**config.mk**
```make
export PLATFORM = sky130hd
export DESIGN_NAME = bin_to_bcd_serial_flat
export DESIGN_NICKNAME = d
export VERILOG_FILES = /design/src/rtl/bin_to_bcd_serial_pkg.sv /design/src/rtl/bin_to_bcd_serial_if.sv /design/src/rtl/bin_to_bcd_serial_digit_adjust.sv /design/src/rtl/bin_to_bcd_serial.sv /design/src/flat_wrapper.sv
export SDC_FILE = /design/constraint.sdc
export NUM_CORES = 1
export LEC_CHECK = 0
export CAP_MARGIN = 15
export CORE_MARGIN = 4
export CORE_UTILIZATION = 50
export DETAILED_ROUTE_END_ITERATION = 8
export GPL_TIMING_DRIVEN = 0
export PLACE_DENSITY = 0.74
export SYNTH_ARGS = -nofsm -noshare
export SYNTH_HDL_FRONTEND = slang
export SYNTH_SLANG_ARGS = --single-unit
```
**constraint.sdc**
```tcl
create_clock -name CLOCK_50 -period 3.9 [get_ports CLOCK_50]
set_clock_uncertainty 0.2 [all_clocks]
set_input_delay 0.78 -clock CLOCK_50 [delete_from_list [all_inputs] [get_ports CLOCK_50]]
set_output_delay 0.78 -clock CLOCK_50 [all_outputs]
set_load 0.1 [all_outputs]
```
**src/rtl/bin_to_bcd_serial_pkg.sv**
```systemverilog
// Shared constants for the serial binary-to-BCD converter: FSM encoding,
// BCD digit width and the add-3 correction threshold.
package bin_to_bcd_serial_pkg;

  localparam int BCD_DIGIT_W = 4;
  localparam logic [BCD_DIGIT_W-1:0] ADD3_THRESH = 4'd5;

  typedef enum logic [1:0] {
    ST_IDLE  = 2'd0,
    ST_SHIFT = 2'd1,
    ST_DONE  = 2'd2
  } state_e;

endpackage

```
**src/rtl/bin_to_bcd_serial_if.sv**
```systemverilog
// Start/busy/done handshake bundle between a requester and the BCD converter.
// The master drives the request; the slave returns status and the held result.
import bin_to_bcd_serial_pkg::*;

interface bin_to_bcd_serial_if #(
  parameter int BIN_WIDTH = 10,
  parameter int DIGITS    = 3
);
  logic                          start;
  logic [BIN_WIDTH-1:0]          bin;
  logic                          busy;
  logic                          done;
  logic [BCD_DIGIT_W*DIGITS-1:0] bcd;
  logic                          overflow;

  modport master (output start, bin, input busy, done, bcd, overflow);
  modport slave  (input start, bin, output busy, done, bcd, overflow);
endinterface

```
**src/rtl/bin_to_bcd_serial_digit_adjust.sv**
```systemverilog
// Combinational double-dabble correction for one BCD digit: adds 3 when >= 5.
// Zero latency; no handshake.
import bin_to_bcd_serial_pkg::*;

module bcd_digit_adjust (
  input  logic [BCD_DIGIT_W-1:0] i_digit,
  output logic [BCD_DIGIT_W-1:0] o_digit
);
  assign o_digit = (i_digit >= ADD3_THRESH) ? i_digit + 4'd3 : i_digit;
endmodule

```
**src/rtl/bin_to_bcd_serial.sv**
```systemverilog
// Serial shift-and-add-3 binary-to-BCD converter, saturating to all nines with overflow.
// Latency start->done is BIN_WIDTH+1 cycles; start is ignored (not queued) while busy.
import bin_to_bcd_serial_pkg::*;

module bin_to_bcd_serial #(
  parameter int BIN_WIDTH = 10,
  parameter int DIGITS    = 3
) (
  input  logic               CLOCK_50,
  input  logic               reset,
  bin_to_bcd_serial_if.slave bus
);
  localparam int BCD_W = BCD_DIGIT_W * DIGITS;
  localparam int CNT_W = $clog2(BIN_WIDTH + 1);
  localparam logic [BCD_W-1:0] NINES = {DIGITS{4'd9}};

  state_e               r_state;
  logic [BIN_WIDTH-1:0] r_shift;
  logic [BCD_W-1:0]     r_work;
  logic [CNT_W-1:0]     r_cnt;
  logic                 r_ovf_acc;
  logic                 r_busy;
  logic                 r_done;
  logic [BCD_W-1:0]     r_bcd;
  logic                 r_ovf;
  logic [BCD_W-1:0]     w_adj;

  for (genvar g = 0; g < DIGITS; g++) begin : g_adj
    bcd_digit_adjust u_adj (
      .i_digit (r_work[g*BCD_DIGIT_W +: BCD_DIGIT_W]),
      .o_digit (w_adj[g*BCD_DIGIT_W +: BCD_DIGIT_W])
    );
  end

  always_ff @(posedge CLOCK_50) begin
    if (reset) begin
      r_state   <= ST_IDLE;
      r_shift   <= '0;
      r_work    <= '0;
      r_cnt     <= '0;
      r_ovf_acc <= 1'b0;
      r_busy    <= 1'b0;
      r_done    <= 1'b0;
      r_bcd     <= '0;
      r_ovf     <= 1'b0;
    end else begin
      r_done <= 1'b0;
      case (r_state)
        ST_IDLE: begin
          if (bus.start) begin
            r_shift   <= bus.bin;
            r_work    <= '0;
            r_ovf_acc <= 1'b0;
            r_cnt     <= CNT_W'(BIN_WIDTH);
            r_busy    <= 1'b1;
            r_state   <= ST_SHIFT;
          end
        end
        ST_SHIFT: begin
          // The carry leaving the top digit has nowhere to go: the value no longer fits.
          r_work  <= {w_adj[BCD_W-2:0], r_shift[BIN_WIDTH-1]};
          r_shift <= {r_shift[BIN_WIDTH-2:0], 1'b0};
          r_cnt   <= r_cnt - CNT_W'(1);
          if (w_adj[BCD_W-1]) r_ovf_acc <= 1'b1;
          if (r_cnt == CNT_W'(1)) r_state <= ST_DONE;
        end
        ST_DONE: begin
          r_busy  <= 1'b0;
          r_done  <= 1'b1;
          r_bcd   <= r_ovf_acc ? NINES : r_work;
          r_ovf   <= r_ovf_acc;
          r_state <= ST_IDLE;
        end
        default: r_state <= ST_IDLE;
      endcase
    end
  end

  assign bus.busy     = r_busy;
  assign bus.done     = r_done;
  assign bus.bcd      = r_bcd;
  assign bus.overflow = r_ovf;
endmodule

```
**src/flat_wrapper.sv**
```systemverilog
// flat-port wrapper written by rule: the top's interface ports become plain ports
module bin_to_bcd_serial_flat 
#(
  parameter int BIN_WIDTH = 10,
  parameter int DIGITS    = 3
)
  (CLOCK_50, reset, bus_start, bus_bin, bus_busy, bus_done, bus_bcd, bus_overflow);
  bin_to_bcd_serial_if #(.BIN_WIDTH(BIN_WIDTH), .DIGITS(DIGITS)) bus_i ();
  input  logic CLOCK_50;
  input  logic reset;
  input wire logic [$bits(bus_i.start)-1:0] bus_start;
  input wire logic [$bits(bus_i.bin)-1:0] bus_bin;
  output wire logic [$bits(bus_i.busy)-1:0] bus_busy;
  output wire logic [$bits(bus_i.done)-1:0] bus_done;
  output wire logic [$bits(bus_i.bcd)-1:0] bus_bcd;
  output wire logic [$bits(bus_i.overflow)-1:0] bus_overflow;
  assign bus_i.start = bus_start;
  assign bus_i.bin = bus_bin;
  assign bus_busy = bus_i.busy;
  assign bus_done = bus_i.done;
  assign bus_bcd = bus_i.bcd;
  assign bus_overflow = bus_i.overflow;
  bin_to_bcd_serial #(.BIN_WIDTH(BIN_WIDTH), .DIGITS(DIGITS)) u_core (.CLOCK_50(CLOCK_50), .reset(reset), .bus(bus_i));
endmodule
```
==> impl_metrics.tcl <==
set metrics [dict create \
    outcome "finished, final reports clean" \
    drtIter0Drc 80 \
    finalSetupViolations 0 \
    ys_ff_latch 44 \
    power_frac_comb 0.143 \
    hold_buffers 0 \
    dieArea_um2 5120 \
    crit_start "u_core.bus.bcd[11]$_SDFFE_PP0P_" \
    final-hold-violation-count 0 \
    worst_pin_slew_ns 0.964 \
    syn_area_per_cell_um2 9.10 \
    r2r_start "u_core.r_work[4]$_SDFFE_PP0P_" \
    place_inst 297 \
    grt_pass1_wl_um 7190 \
    seq_power_share 0.468 \
    cts.sinks 44 \
    io_pins 28 \
    slowest_stage "clkdlybuf4s50_1" \
    vias 1652 \
    start_util 0.536 \
    dieHeight_um 71.6 \
    worstPathRequired_ns 2.92 \
    cpLargestDelayFamily "buffers and inverters" \
    synth_flop_cell "dfxtp_1" \
    mostFrequentLayoutCell "dfxtp_1" \
    min_from "u_core.bus.bcd[9]$_SDFFE_PP0P_" \
    max_cap_violations 0 \
    critPathCaptureType "output pin" \
    cts_resized 0 \
    netlist_top_cells_area "dfxtp_1 (44%), a21oi_1 (5.4%), ha_1 (5.0%)" \
    hpwlAfterDp_um 3040 \
    cp-start-kind "register" \
    chipWidth_um 71.6 \
    track_usage 0.179 \
    final_nets 277 \
    core-area_um2 3770 \
    rows 22 \
    yosysWarnings 0 \
    rsz0062_at_grt "no" \
    synth_seq_area_share 0.436 \
    netlist_instances 222 \
    p_switching_mw 0.253 \
    syn_area_um2 2020 \
    grt_max_degree 14 \
    min_period_over_period 0.708 \
    final_util 0.658 \
    drt_first_pass_iters 4 \
    cts_tree "yes" \
    period_needed_ns 2.76 \
    power.internal_mw 0.789 \
    finalWirelength_um 4140 \
    path_cells "clkdlybuf4s50_1" \
    yosys.area.top_type "dfxtp_1" \
    nFillCells 328 \
    root_buffer "clkbuf_8" \
    ir_drop_v 0.000298 \
    grt_pass1_vias 1501 \
    via_per_inst 5.43 \
    fmax_mhz 362 \
    synthArstFlopShare 0 \
    insertedDiodeCount 0 \
    layout-drive-gt1-share 0.133 \
    drc_errors 0 \
    yosysTopAreaCellShare 0.436 \
    cp_num_buf_inv 1 \
    grt-ovfl-total 0 \
    antenna_found_initial 0 \
    cts_setup_buffers 0 \
    fin_total_pwr_mw 1.04 \
    critPathArrivalTime_ns 1.78 \
    gp_congestion 0.769 \
    path_class "reg2out" \
    syn_to_final_growth_pct 22.7 \
    clockPowerShare 0.389 \
    cp_slowest_stage_delay_ns 1.13 \
    slew_headroom 0.356 \
    wl_per_cell_um 13.6 \
    power_density_nw_per_um2 420 \
    cts.clk_slew.worst_paths_ns 0.09 \
    synth_edf_count 0 \
    place.port_buffers 27 \
    cp_max_fo 2 \
    synth_nets 243 \
    synth.distinct_cells 44 \
    cts_max_path_buffers 2 \
    hp-class "reg2reg" \
    p_sw_frac 0.243 \
    layout.cells.non_filler 304 \
    ctsHtreeMaxLevel 2 \
    most-common-layout-cells "dfxtp_1 (44), clkdlybuf4s50_1 (27), nor2_1 (26), a21oi_1 (22), nor3_1 (14)" \
    slew_violations 0 \
    worstSkewPairLatency_ns 0.30 \
    final.setup.tns_ns 0 \
    p_leak_nw 0.950 \
    ant_nets 0 \
    cts_made_buffers 5 \
]
-- sequential cells by signal (all words and copies together) (netlist names) --
register / flops
u_core.bus.done: 1
u_core.bus.bcd: 12
u_core.bus.busy: 1
u_core.r_state: 2
u_core.r_cnt: 4
u_core.r_shift: 10
u_core.r_work: 12
u_core.r_ovf_acc: 1
u_core.bus.overflow: 1
-- worst paths after layout --
kind	endpoint	slack, ns	depth (start not counted)
min reg2reg	u_core.bus.bcd[9]$_SDFFE_PP0P_	0.25	2
min	u_core.bus.bcd[9]$_SDFFE_PP0P_	0.25	2
max reg2reg	u_core.r_work[6]$_SDFFE_PP0P_	2.18	6
max	bus_bcd[11]	1.14	1
-- power by group through the flow --
stage	clock network (mW)	logic [mW]	registers, mW
after floorplan	0	0.0945	0.511
after global placement	0	0.148	0.498
after detailed placement	0	0.149	0.498
after CTS	0.411	0.150	0.488
after global routing	0.433	0.165	0.492
final	0.405	0.149	0.488
-- synth_stat cells (all sizes together) (3+ instances only) --
cell    number
o31ai        3
nand3b       3
inv         13
dfxtp       44
nand2b       6
nor2        27
o21ai        6
or3          3
a32o         3
nor2b        5
nand2       14
a22oi        4
buf         11
a21oi       22
o22ai        4
ha           8
xnor2        3
mux2i        3
o221a        4
a22o         4
nor3        14
-- cell families (layout without fill, tap and decap cells) --
logic type	after synthesis	count (layout)	share of synthesized area
AND/OR/NAND/NOR	76	76	0.195
AO/OA/AOI/OAI	60	60	0.211
adder cells (fa/ha/maj)	8	8	0.0495
flip-flops	44	44	0.436
multiplexers	4	4	0.0204
XOR/XNOR	5	5	0.0217
buffers and inverters	25	59	0.0662
-- metal layers --
layer | global-route usage | vias up | part of all wire
met5 | 0 | - | 0
met4 | 0.0564 | 0 | 0.014
met3 | 0.0547 | 8 | 0.049
met2 | 0.262 | 28 | 0.44
met1 | 0.253 | 765 | 0.50
li1 | - | 851 | -
-- metrics by stage --
step                      worst slack (ns)  hold WS, ns  cell area [um^2]
after floorplan                       2.00        0.216              2020
final                                 1.14        0.253              2480
after detailed placement              1.33        0.246              2350
after global placement                1.35        0.237              2350
after global routing                  1.07        0.288              2480
after CTS                             1.13        0.257              2480
-- final cells by class --
class | instances | area [um^2] | area share
plain buffers | 12 | 85.1 | 0.0343
clock buffers | 5 | 68.8 | 0.0277
clock inverters | 2 | 60.1 | 0.0242
inverters | 13 | 48.8 | 0.0197
multi-input cells | 153 | 1010 | 0.406
flip-flops and latches | 44 | 881 | 0.355
well taps | 48 | 60.1 | 0.0242
repair buffers | 27 | 270 | 0.109
-- tightest hold or removal path, cell delays in order (launching register included) --
cell	delay (ns)
dfxtp_1	0.31
nand2_1	0.05
a21oi_1	0.05
Power figures use the tool's default switching activity.
